$ cat config.mk
export PLATFORM = sky130hd
export DESIGN_NAME = sysid_check_ctrl
export DESIGN_NICKNAME = d
export VERILOG_FILES = /design/src/rtl/sysid_check_pkg.sv /design/src/rtl/sysid_rd_timeout.sv /design/src/rtl/sysid_check_ctrl.sv
export SDC_FILE = /design/constraint.sdc
export NUM_CORES = 1
export LEC_CHECK = 0
export BUFFER_PORTS_ARGS = -buffer_cell sky130_fd_sc_hd__buf_4
export CORE_MARGIN = 1.5
export CORE_UTILIZATION = 35
export CTS_BUF_LIST = sky130_fd_sc_hd__clkbuf_4
export DETAILED_ROUTE_END_ITERATION = 8
export HOLD_SLACK_MARGIN = 0.1
export MAX_ROUTING_LAYER = met4
export PLACE_DENSITY_LB_ADDON = 0.1
export SETUP_SLACK_MARGIN = 0.05
export SLEW_MARGIN = 20
export SYNTH_ARGS = -nofsm -noshare
export SYNTH_HDL_FRONTEND = slang
export SYNTH_HIERARCHICAL = 1
export SYNTH_SLANG_ARGS = --single-unit
$ cat constraint.sdc
create_clock -name clock -period 6 [get_ports clock]
set_clock_uncertainty 0.15 [all_clocks]
set_input_delay 1.2 -clock clock [delete_from_list [all_inputs] [get_ports clock]]
set_output_delay 1.2 -clock clock [all_outputs]
set_load 0.03 [all_outputs]
$ cat src/rtl/sysid_check_pkg.sv
// Shared types and constants for the sysid check controller.
// SYSID_TS_CHECK_EN makes the timestamp part of the pass decision.
package sysid_check_pkg;

  typedef enum logic [2:0] {
    S_IDLE,
    S_RD_ID,
    S_RD_TS,
    S_EVAL,
    S_FIN
  } state_t;

  localparam logic ADDR_ID = 1'b0;
  localparam logic ADDR_TS = 1'b1;

  localparam logic [31:0] DEF_EXPECTED_ID = 32'd291;
  localparam logic [31:0] DEF_EXPECTED_TS = 32'd1435585823;
  localparam int DEF_TIMEOUT_CYCLES = 16;
  localparam int DEF_MAX_RETRIES = 2;

`ifdef SYSID_TS_CHECK_EN
  localparam bit TS_CHECK = 1'b1;
`else
  localparam bit TS_CHECK = 1'b0;
`endif

endpackage

$ cat src/rtl/sysid_rd_timeout.sv
// Stall counter for one Avalon read; expired fires on the last
// stalled cycle allowed before the read is abandoned.
module sysid_rd_timeout #(
  parameter int LIMIT = 16
) (
  input  logic clock,
  input  logic reset,
  input  logic clear,
  input  logic enable,
  output logic expired
);

  logic [15:0] cnt;

  always_ff @(posedge clock or posedge reset) begin
    if (reset) begin
      cnt <= '0;
    end else if (clear) begin
      cnt <= '0;
    end else if (enable) begin
      cnt <= cnt + 16'd1;
    end
  end

  assign expired = enable && (cnt == 16'(LIMIT - 1));

endmodule

$ cat src/rtl/sysid_check_ctrl.sv
// Avalon-MM reader that confirms the sysid ID/timestamp words.
// SYSID_TS_CHECK_EN: timestamp must also match for a pass.
module sysid_check_ctrl
  import sysid_check_pkg::*;
#(
  parameter logic [31:0] EXPECTED_ID    = DEF_EXPECTED_ID,
  parameter logic [31:0] EXPECTED_TS    = DEF_EXPECTED_TS,
  parameter int          TIMEOUT_CYCLES = DEF_TIMEOUT_CYCLES,
  parameter int          MAX_RETRIES    = DEF_MAX_RETRIES
) (
  input  logic        clock,
  input  logic        reset,
  input  logic        start,
  output logic        avm_address,
  output logic        avm_read,
  input  logic        avm_waitrequest,
  input  logic [31:0] avm_readdata,
  output logic        busy,
  output logic        done,
  output logic        pass,
  output logic        timeout_err,
  output logic [31:0] id_value,
  output logic [31:0] ts_value,
  output logic [3:0]  retry_cnt
);

  state_t state;
  logic   accept;
  logic   stalled;
  logic   expired;
  logic   id_ok;
  logic   ts_ok;
  logic   att_ok;

  assign accept  = avm_read && !avm_waitrequest;
  assign stalled = avm_read && avm_waitrequest;

  sysid_rd_timeout #(
    .LIMIT(TIMEOUT_CYCLES)
  ) u_tmo (
    .clock  (clock),
    .reset  (reset),
    .clear  (!stalled),
    .enable (stalled),
    .expired(expired)
  );

  assign id_ok  = id_value == EXPECTED_ID;
  assign ts_ok  = !TS_CHECK || (ts_value == EXPECTED_TS);
  assign att_ok = !timeout_err && id_ok && ts_ok;

  always_ff @(posedge clock or posedge reset) begin
    if (reset) begin
      state       <= S_IDLE;
      avm_address <= ADDR_ID;
      avm_read    <= 1'b0;
      busy        <= 1'b0;
      done        <= 1'b0;
      pass        <= 1'b0;
      timeout_err <= 1'b0;
      id_value    <= '0;
      ts_value    <= '0;
      retry_cnt   <= '0;
    end else begin
      done <= 1'b0;
      unique case (state)
        S_IDLE: begin
          if (start) begin
            state       <= S_RD_ID;
            busy        <= 1'b1;
            pass        <= 1'b0;
            timeout_err <= 1'b0;
            retry_cnt   <= '0;
            avm_read    <= 1'b1;
            avm_address <= ADDR_ID;
          end
        end
        S_RD_ID: begin
          if (accept) begin
            id_value    <= avm_readdata;
            avm_address <= ADDR_TS;
            state       <= S_RD_TS;
          end else if (expired) begin
            avm_read    <= 1'b0;
            timeout_err <= 1'b1;
            state       <= S_EVAL;
          end
        end
        S_RD_TS: begin
          if (accept) begin
            ts_value <= avm_readdata;
            avm_read <= 1'b0;
            state    <= S_EVAL;
          end else if (expired) begin
            avm_read    <= 1'b0;
            timeout_err <= 1'b1;
            state       <= S_EVAL;
          end
        end
        S_EVAL: begin
          if (att_ok) begin
            pass  <= 1'b1;
            done  <= 1'b1;
            state <= S_FIN;
          end else if (retry_cnt < 4'(MAX_RETRIES)) begin
            retry_cnt   <= retry_cnt + 4'd1;
            timeout_err <= 1'b0;
            avm_read    <= 1'b1;
            avm_address <= ADDR_ID;
            state       <= S_RD_ID;
          end else begin
            pass  <= 1'b0;
            done  <= 1'b1;
            state <= S_FIN;
          end
        end
        S_FIN: begin
          busy  <= 1'b0;
          state <= S_IDLE;
        end
        default: state <= S_IDLE;
      endcase
    end
  end

endmodule

==> results of run 1 <==
metal layers:
metal  global-route usage [%]  vias to the layer above  part of all wire [%]
met5                        -                        -                     0
met1                     18.7                     1391                    42
li1                         -                     1336                     -
met3                     7.35                        6                   6.4
met2                     26.0                       74                    50
met4                     3.85                        0                   1.0
final timing paths:
path,startpoint,end
max,avm_waitrequest,timeout_err$_DFFE_PP0P_
min,ts_value[11]$_DFFE_PP0P_,ts_value[11]$_DFFE_PP0P_
max reg2reg,avm_read$_DFFE_PP0P_,timeout_err$_DFFE_PP0P_
min reg2reg,ts_value[11]$_DFFE_PP0P_,ts_value[11]$_DFFE_PP0P_
max in group asynchronous,reset,busy$_DFFE_PP0P_
min in group asynchronous,reset,u_tmo/cnt[7]$_DFFE_PP0P_
cell families after synthesis:
family,Yosys count
AO/OA/AOI/OAI,32
XOR/XNOR,10
adder cells (fa/ha/maj),2
buffers and inverters,24
flip-flops,93
multiplexers,68
AND/OR/NAND/NOR,88
critical path, cell delays in order:
cell and delay [ps]:
buf_4 100, nand2_1 410, inv_1 410, nand4_1 190
nor3_1 370, inv_1 140, nor4b_1 270, o21ai_0 120
a21boi_1 150
report_power, final:
group,leakage [nW],internal [mW],switching (mW)
logic,1.14,0.565,0.758
clock network,0.0721,0.131,0.210
registers,1.16,0.861,0.178
total,2.38,1.56,1.15
area by class of cell:
type	count	area share [%]
Tap cell	143	3.48
Timing Repair Buffer	112	16.4
Inverter	10	0.755
Multi-Input combinational cell	200	31.3
Clock buffer	10	1.46
Sequential cell	93	45.3
Clock inverter	6	1.22
sequential cells by signal (all words and copies together) (netlist names), 3 cells and up:
name	flops
retry_cnt	4
u_tmo/cnt	16
ts_value	32
id_value	32
state	3
layout by cell type, fill, tap and decap left out, types with 2 or more instances in the layout:
cell type / n
dfrtp_1: 93
nand2_1: 13
inv_1: 9
o22ai_1: 2
mux2_2: 64
clkinv_1: 2
and3_1: 2
buf_4: 111
nor2_1: 25
xor2_1: 3
nor4b_1: 3
or3_1: 3
a21oi_1: 10
ha_1: 2
nor3_1: 6
nor4_1: 8
mux2_4: 2
a31o_2: 3
o21ai_0: 8
nand2b_1: 4
xnor2_1: 7
a21boi_1: 2
nand4_1: 4
clkbuf_4: 10
nor2b_1: 3
o21ai_4: 2
nand3_1: 6
metrics by stage:
stage	worst slack [ps]	utilization (%)	cells
after floorplan	2680	-	317
after global placement	2470	44.1	558
after detailed placement	2390	44.1	558
after CTS	2900	45.3	574
after global routing	2710	45.4	574
final	2880	45.4	574
==> flow_summary.toml, run 1 <==
[place]
port_buffers = 109
dpl.hpwl_mm = 6.44
placed_area_um2 = 5000
place_congestion = 0.726

[floorplanning]
coreArea_um2 = 11300
rows = 39
die_w_um = 111
die_area_um2 = 12200
start_util_pct = 35.7
die_h_um = 111
io_pins = 110

[timing]
hold_viol = 0
rsz0062_at_grt = "no"
whs_ps = 371
finalCritPeriodShare_pct = 52.0
tightestPinTransition_ps = 711
slew_headroom_pct = 52.6
period_minus_slack_ps = 3120
drv_slew = 0
max_freq_mhz = 320
setup_viol = 0
fin_tns_setup_ps = 0

[logic_synthesis]
syn_nets = 355
synth_xor_area_share_pct = 2.17
yosysTopAreaCell = "dfrtp_1"
synth_cell_types = 46
yosysWarnings = 6
seq_area_frac_synth_pct = 57.5
yosys.area_share.simple_pct = 12.2
synth-seq-cells = 93
synth_top_cell_area_share_pct = 57.5
synthTopCellsByCount = "dfrtp_1, mux2_2, nor2_1"
syn_inst = 317
yosys-top-cells-area = "dfrtp_1, mux2_2, nor2_1, xnor2_1, a21oi_1"
synth.most_common_cell = "dfrtp_1"
ys_async_sr_fraction_pct = 100
synth_fa_ha_area_share_pct = 0.619
synth_top_family_by_area = "multiplexers"
synth_enable_flop_cells = 0
muxShareOfSynthArea_pct = 19.1
ys.flop_type = "dfrtp_1"
syn_area_um2 = 4050
synth-compound-area-share_pct = 5.72
avgSynthCellArea_um2 = 12.8

[clock_tree]
cts_buffers = 9
cts-hold-fix-buffers = 0
clockBufferDepth = 2
htree_num_levels = 3
clk_latency_ps = 460
tritoncts = "done"
cts.sinks = 93
cts_resized = 0
cts_root_buf = "clkbuf_4"
post_cts_buffers = 0
path_clk_slew_ps = 130

[finish]
design_area_um2 = 5140
insertedDiodeCount = 0
drive_gt1_share_pct = 48.3
fin_nets = 464
seq_area_um2 = 2330
fill_cells = 1087
syn2layout_area_growth_pct = 27.0
multi_input_area_um2 = 1610

[routing]
wire_per_inst_um = 15.8
viasPerCell = 4.89
wl_mm = 9.09
detail_route.iter0.violations = 119
dr.pass1.iters = 4
ant_nets = 0
drc = 0
num_vias = 2807

[worst_setup_path]
reg2reg_slack_ps = 3240
cp.required_ps = 6240
critPathKind = "input pin to flop"
crit_arrival_ps = 3360
cp_max_fo = 21
reg2reg_depth = 8
startpoint_type = "input pin"
critPathCaptureType = "flop"

[power_and_ir_drop]
cellPowerDensity_nw_per_um2 = 526
totalPowerFinal_mw = 2.70
vdd_ir_drop_max_mv = 0.287
p_leak_nw = 2.38

[grt]
grt_max_degree = 78
grt_pass1_vias = 2992
antenna_found_initial = 0
track_usage_pct = 16.2
grt_pass1_wl_mm = 15.0
grt_overflow_total = 0

[min_path]
min_path_cells = 1
hold_path_class = "flop to flop"

[job]
drv_cap = 0

[outcome]
run_status = "finished clean"
Power figures use the tool's default switching activity.
==> inputs of run 2 (changes only) <==
clock period = 3 ns   (was 6 ns; I/O delays follow)
==> run 2 against run 1 <==
Worst setup slack got worse by 2300 ps. Power rose by 100%. Worst hold slack got worse by 170 ps. Final cell count rose by 0.35%. First-iteration DRC count fell by 28%. Wire length fell by 1.5%. Register-to-register slack got worse by 2600 ps. Critical endpoint unchanged. Highest routed layer unchanged. Utilization rose by 0.34 points. Critical path type is now flop to flop. Die area did not move. Count of clock-buffer cells in the layout fell by 1. Critical path depth fell by 3. Combinational power rose by 100%.
==> flow_summary.toml, run 2 (synthesis gave the netlist of run 1 again) <==
[outcome]
run_status = "finished clean"

[power_and_ir_drop]
power.switching_mw = 2.34
pwr-share-seq_pct = 37.9
cellPowerDensity_nw_per_um2 = 1060
p_int_mw = 3.13
power_frac_clock_pct = 13.5
combPwrFrac_pct = 48.6
p_leak_nw = 2.40
swShare_pct = 42.8
vdd_ir_drop_max_mv = 0.571

[grt]
grt_max_degree = 78
grt_pass1_wl_mm = 14.7
grt_pass1_vias = 2942
use_met2_pct = 25.6
track_usage_pct = 15.8
gr-usage-met3_pct = 5.32
grt-busiest-layer = "met2"
grt_overflow_total = 0
met1_usage_pct = 18.7
antenna_found_initial = 0

[timing]
drv_slew = 0
max_freq_mhz = 417
rsz0062_at_grt = "no"
slew_headroom_pct = 56.8
period_minus_slack_ps = 2400
finalCritPeriodShare_pct = 80.0
whs_ps = 206
fin_tns_setup_ps = 0
setup_viol = 0
tightestPinTransition_ps = 648
hold_viol = 0

[routing]
viasPerCell = 4.85
wire_per_inst_um = 15.5
detail_route.iter0.violations = 86
num_vias = 2796
ant_nets = 0
drc = 0
wl_mm = 8.96
dr.pass1.iters = 4

[clock_tree]
cts_resized = 0
clk_latency_ps = 460
cts_root_buf = "clkbuf_4"
path_clk_slew_ps = 160
cts.sinks = 93
htree_num_levels = 3
cts_buffers = 9
cts-hold-fix-buffers = 1
post_cts_buffers = 0
clockBufferDepth = 2
tritoncts = "done"

[finish]
drive_gt1_share_pct = 48.7
top_regs = "id_value: 32 flops, ts_value: 32 flops, u_tmo/cnt: 16 flops"
fin_nets = 466
most-common-layout-cells = "buf_4, dfrtp_1, mux2_2"
design_area_um2 = 5180
syn2layout_area_growth_pct = 28.0
layout_commonest_cell = "buf_4"
fill_cells = 1082
insertedDiodeCount = 0

[floorplanning]
coreArea_um2 = 11300
start_util_pct = 35.7
die_h_um = 111
io_pins = 110
die_w_um = 111
die_area_um2 = 12200
rows = 39

[worst_setup_path]
cp_slowest_cell = "or4_2"
critPathKind = "flop to flop"
reg2reg_from = "u_tmo/cnt[6]$_DFFE_PP0P_"
cp_max_fo = 5
crit_arrival_ps = 2640
max_stage_delay_ps = 680
critPathCaptureType = "flop"
startpoint_type = "flop"
cp.required_ps = 3240
path_cells = "or4_2 -> nor3_1 -> inv_1 -> nor4b_1 -> o21ai_0 -> a21boi_1"
crit_path_start = "u_tmo/cnt[6]$_DFFE_PP0P_"

[min_path]
hold_path_class = "input pin to flop"
hp-start = "avm_readdata[15]"

[job]
drv_cap = 0

[place]
place_congestion = 0.815
dpl.hpwl_mm = 6.34
placed_area_um2 = 5020
port_buffers = 109
[run 2: cell types whose count changed in the layout (fill, tap and decap cells not counted)]
cell | previous run | this run
clkinv_2 | 1 | 2
inv_8 | 0 | 2
clkbuf_4 | 10 | 9
buf_12 | 0 | 1
clkinv_1 | 2 | 0
buf_6 | 1 | 0
buf_4 | 111 | 112
dlygate4sd3_1 | 0 | 1
[run 2: area by class of cell]
| cell class | count | area (um2) | share of cell area (%) |
|---|---|---|---|
| inverter | 10 | 38.8 | 0.749 |
| timing repair buffer | 114 | 871 | 16.8 |
| clock buffer | 9 | 67.6 | 1.31 |
| tap | 143 | 179 | 3.46 |
| sequential | 93 | 2330 | 45.0 |
| multi-input combinational | 200 | 1610 | 31.1 |
| clock inverter | 7 | 82.6 | 1.60 |
[run 2: path summary, 6_finish.rpt]
kind / endpoint / slack [ps] / cells after the start
setup / recovery: timeout_err$_DFFE_PP0P_ / 600 / 6
hold / removal: ts_value[15]$_DFFE_PP0P_ / 210 / 2
setup reg to reg: timeout_err$_DFFE_PP0P_ / 600 / 6
hold reg to reg: ts_value[19]$_DFFE_PP0P_ / 380 / 1
max in group asynchronous: u_tmo/cnt[3]$_DFFE_PP0P_ / 1640 / 3
min in group asynchronous: id_value[1]$_DFFE_PP0P_ / 620 / 4
[run 2: metal layers]
metal | wire length (um) | part of all wire (%)
met4 | 97 | 1.1
met1 | 3830 | 43
met5 | 0 | 0
met2 | 4480 | 50
met3 | 550 | 6.1
[run 2: worst max-delay path, delay by kind of cell (launching register included)]
kind                   cells  cell delay [ps]
flip-flops                 1              480
AND/OR/NAND/NOR            3             1300
buffers and inverters      1              140
AO/OA/AOI/OAI              2              280
[run 2: stage by stage]
| step | std cells | setup slack [ps] | power, mW | utilization, % |
|---|---|---|---|---|
| 3_3_place_gp | 559 | 597 | 4.76 | 44.3 |
| 2_1_floorplan | 317 | 283 | 3.78 | - |
| 5_1_grt | 576 | 386 | 5.77 | 45.7 |
| 4_1_cts | 576 | 561 | 5.55 | 45.7 |
| 6_report | 576 | 600 | 5.46 | 45.7 |
| 3_5_place_dp | 559 | 483 | 4.79 | 44.3 |
[run 2: power by group through the flow]
stage	logic (mW)	registers (mW)	clock network [mW]
finish	2.65	2.07	0.738
global route	2.82	2.14	0.813
CTS	2.69	2.08	0.779
detailed placement	2.69	2.10	0
global placement	2.68	2.09	0
floorplan	0.845	2.93	0
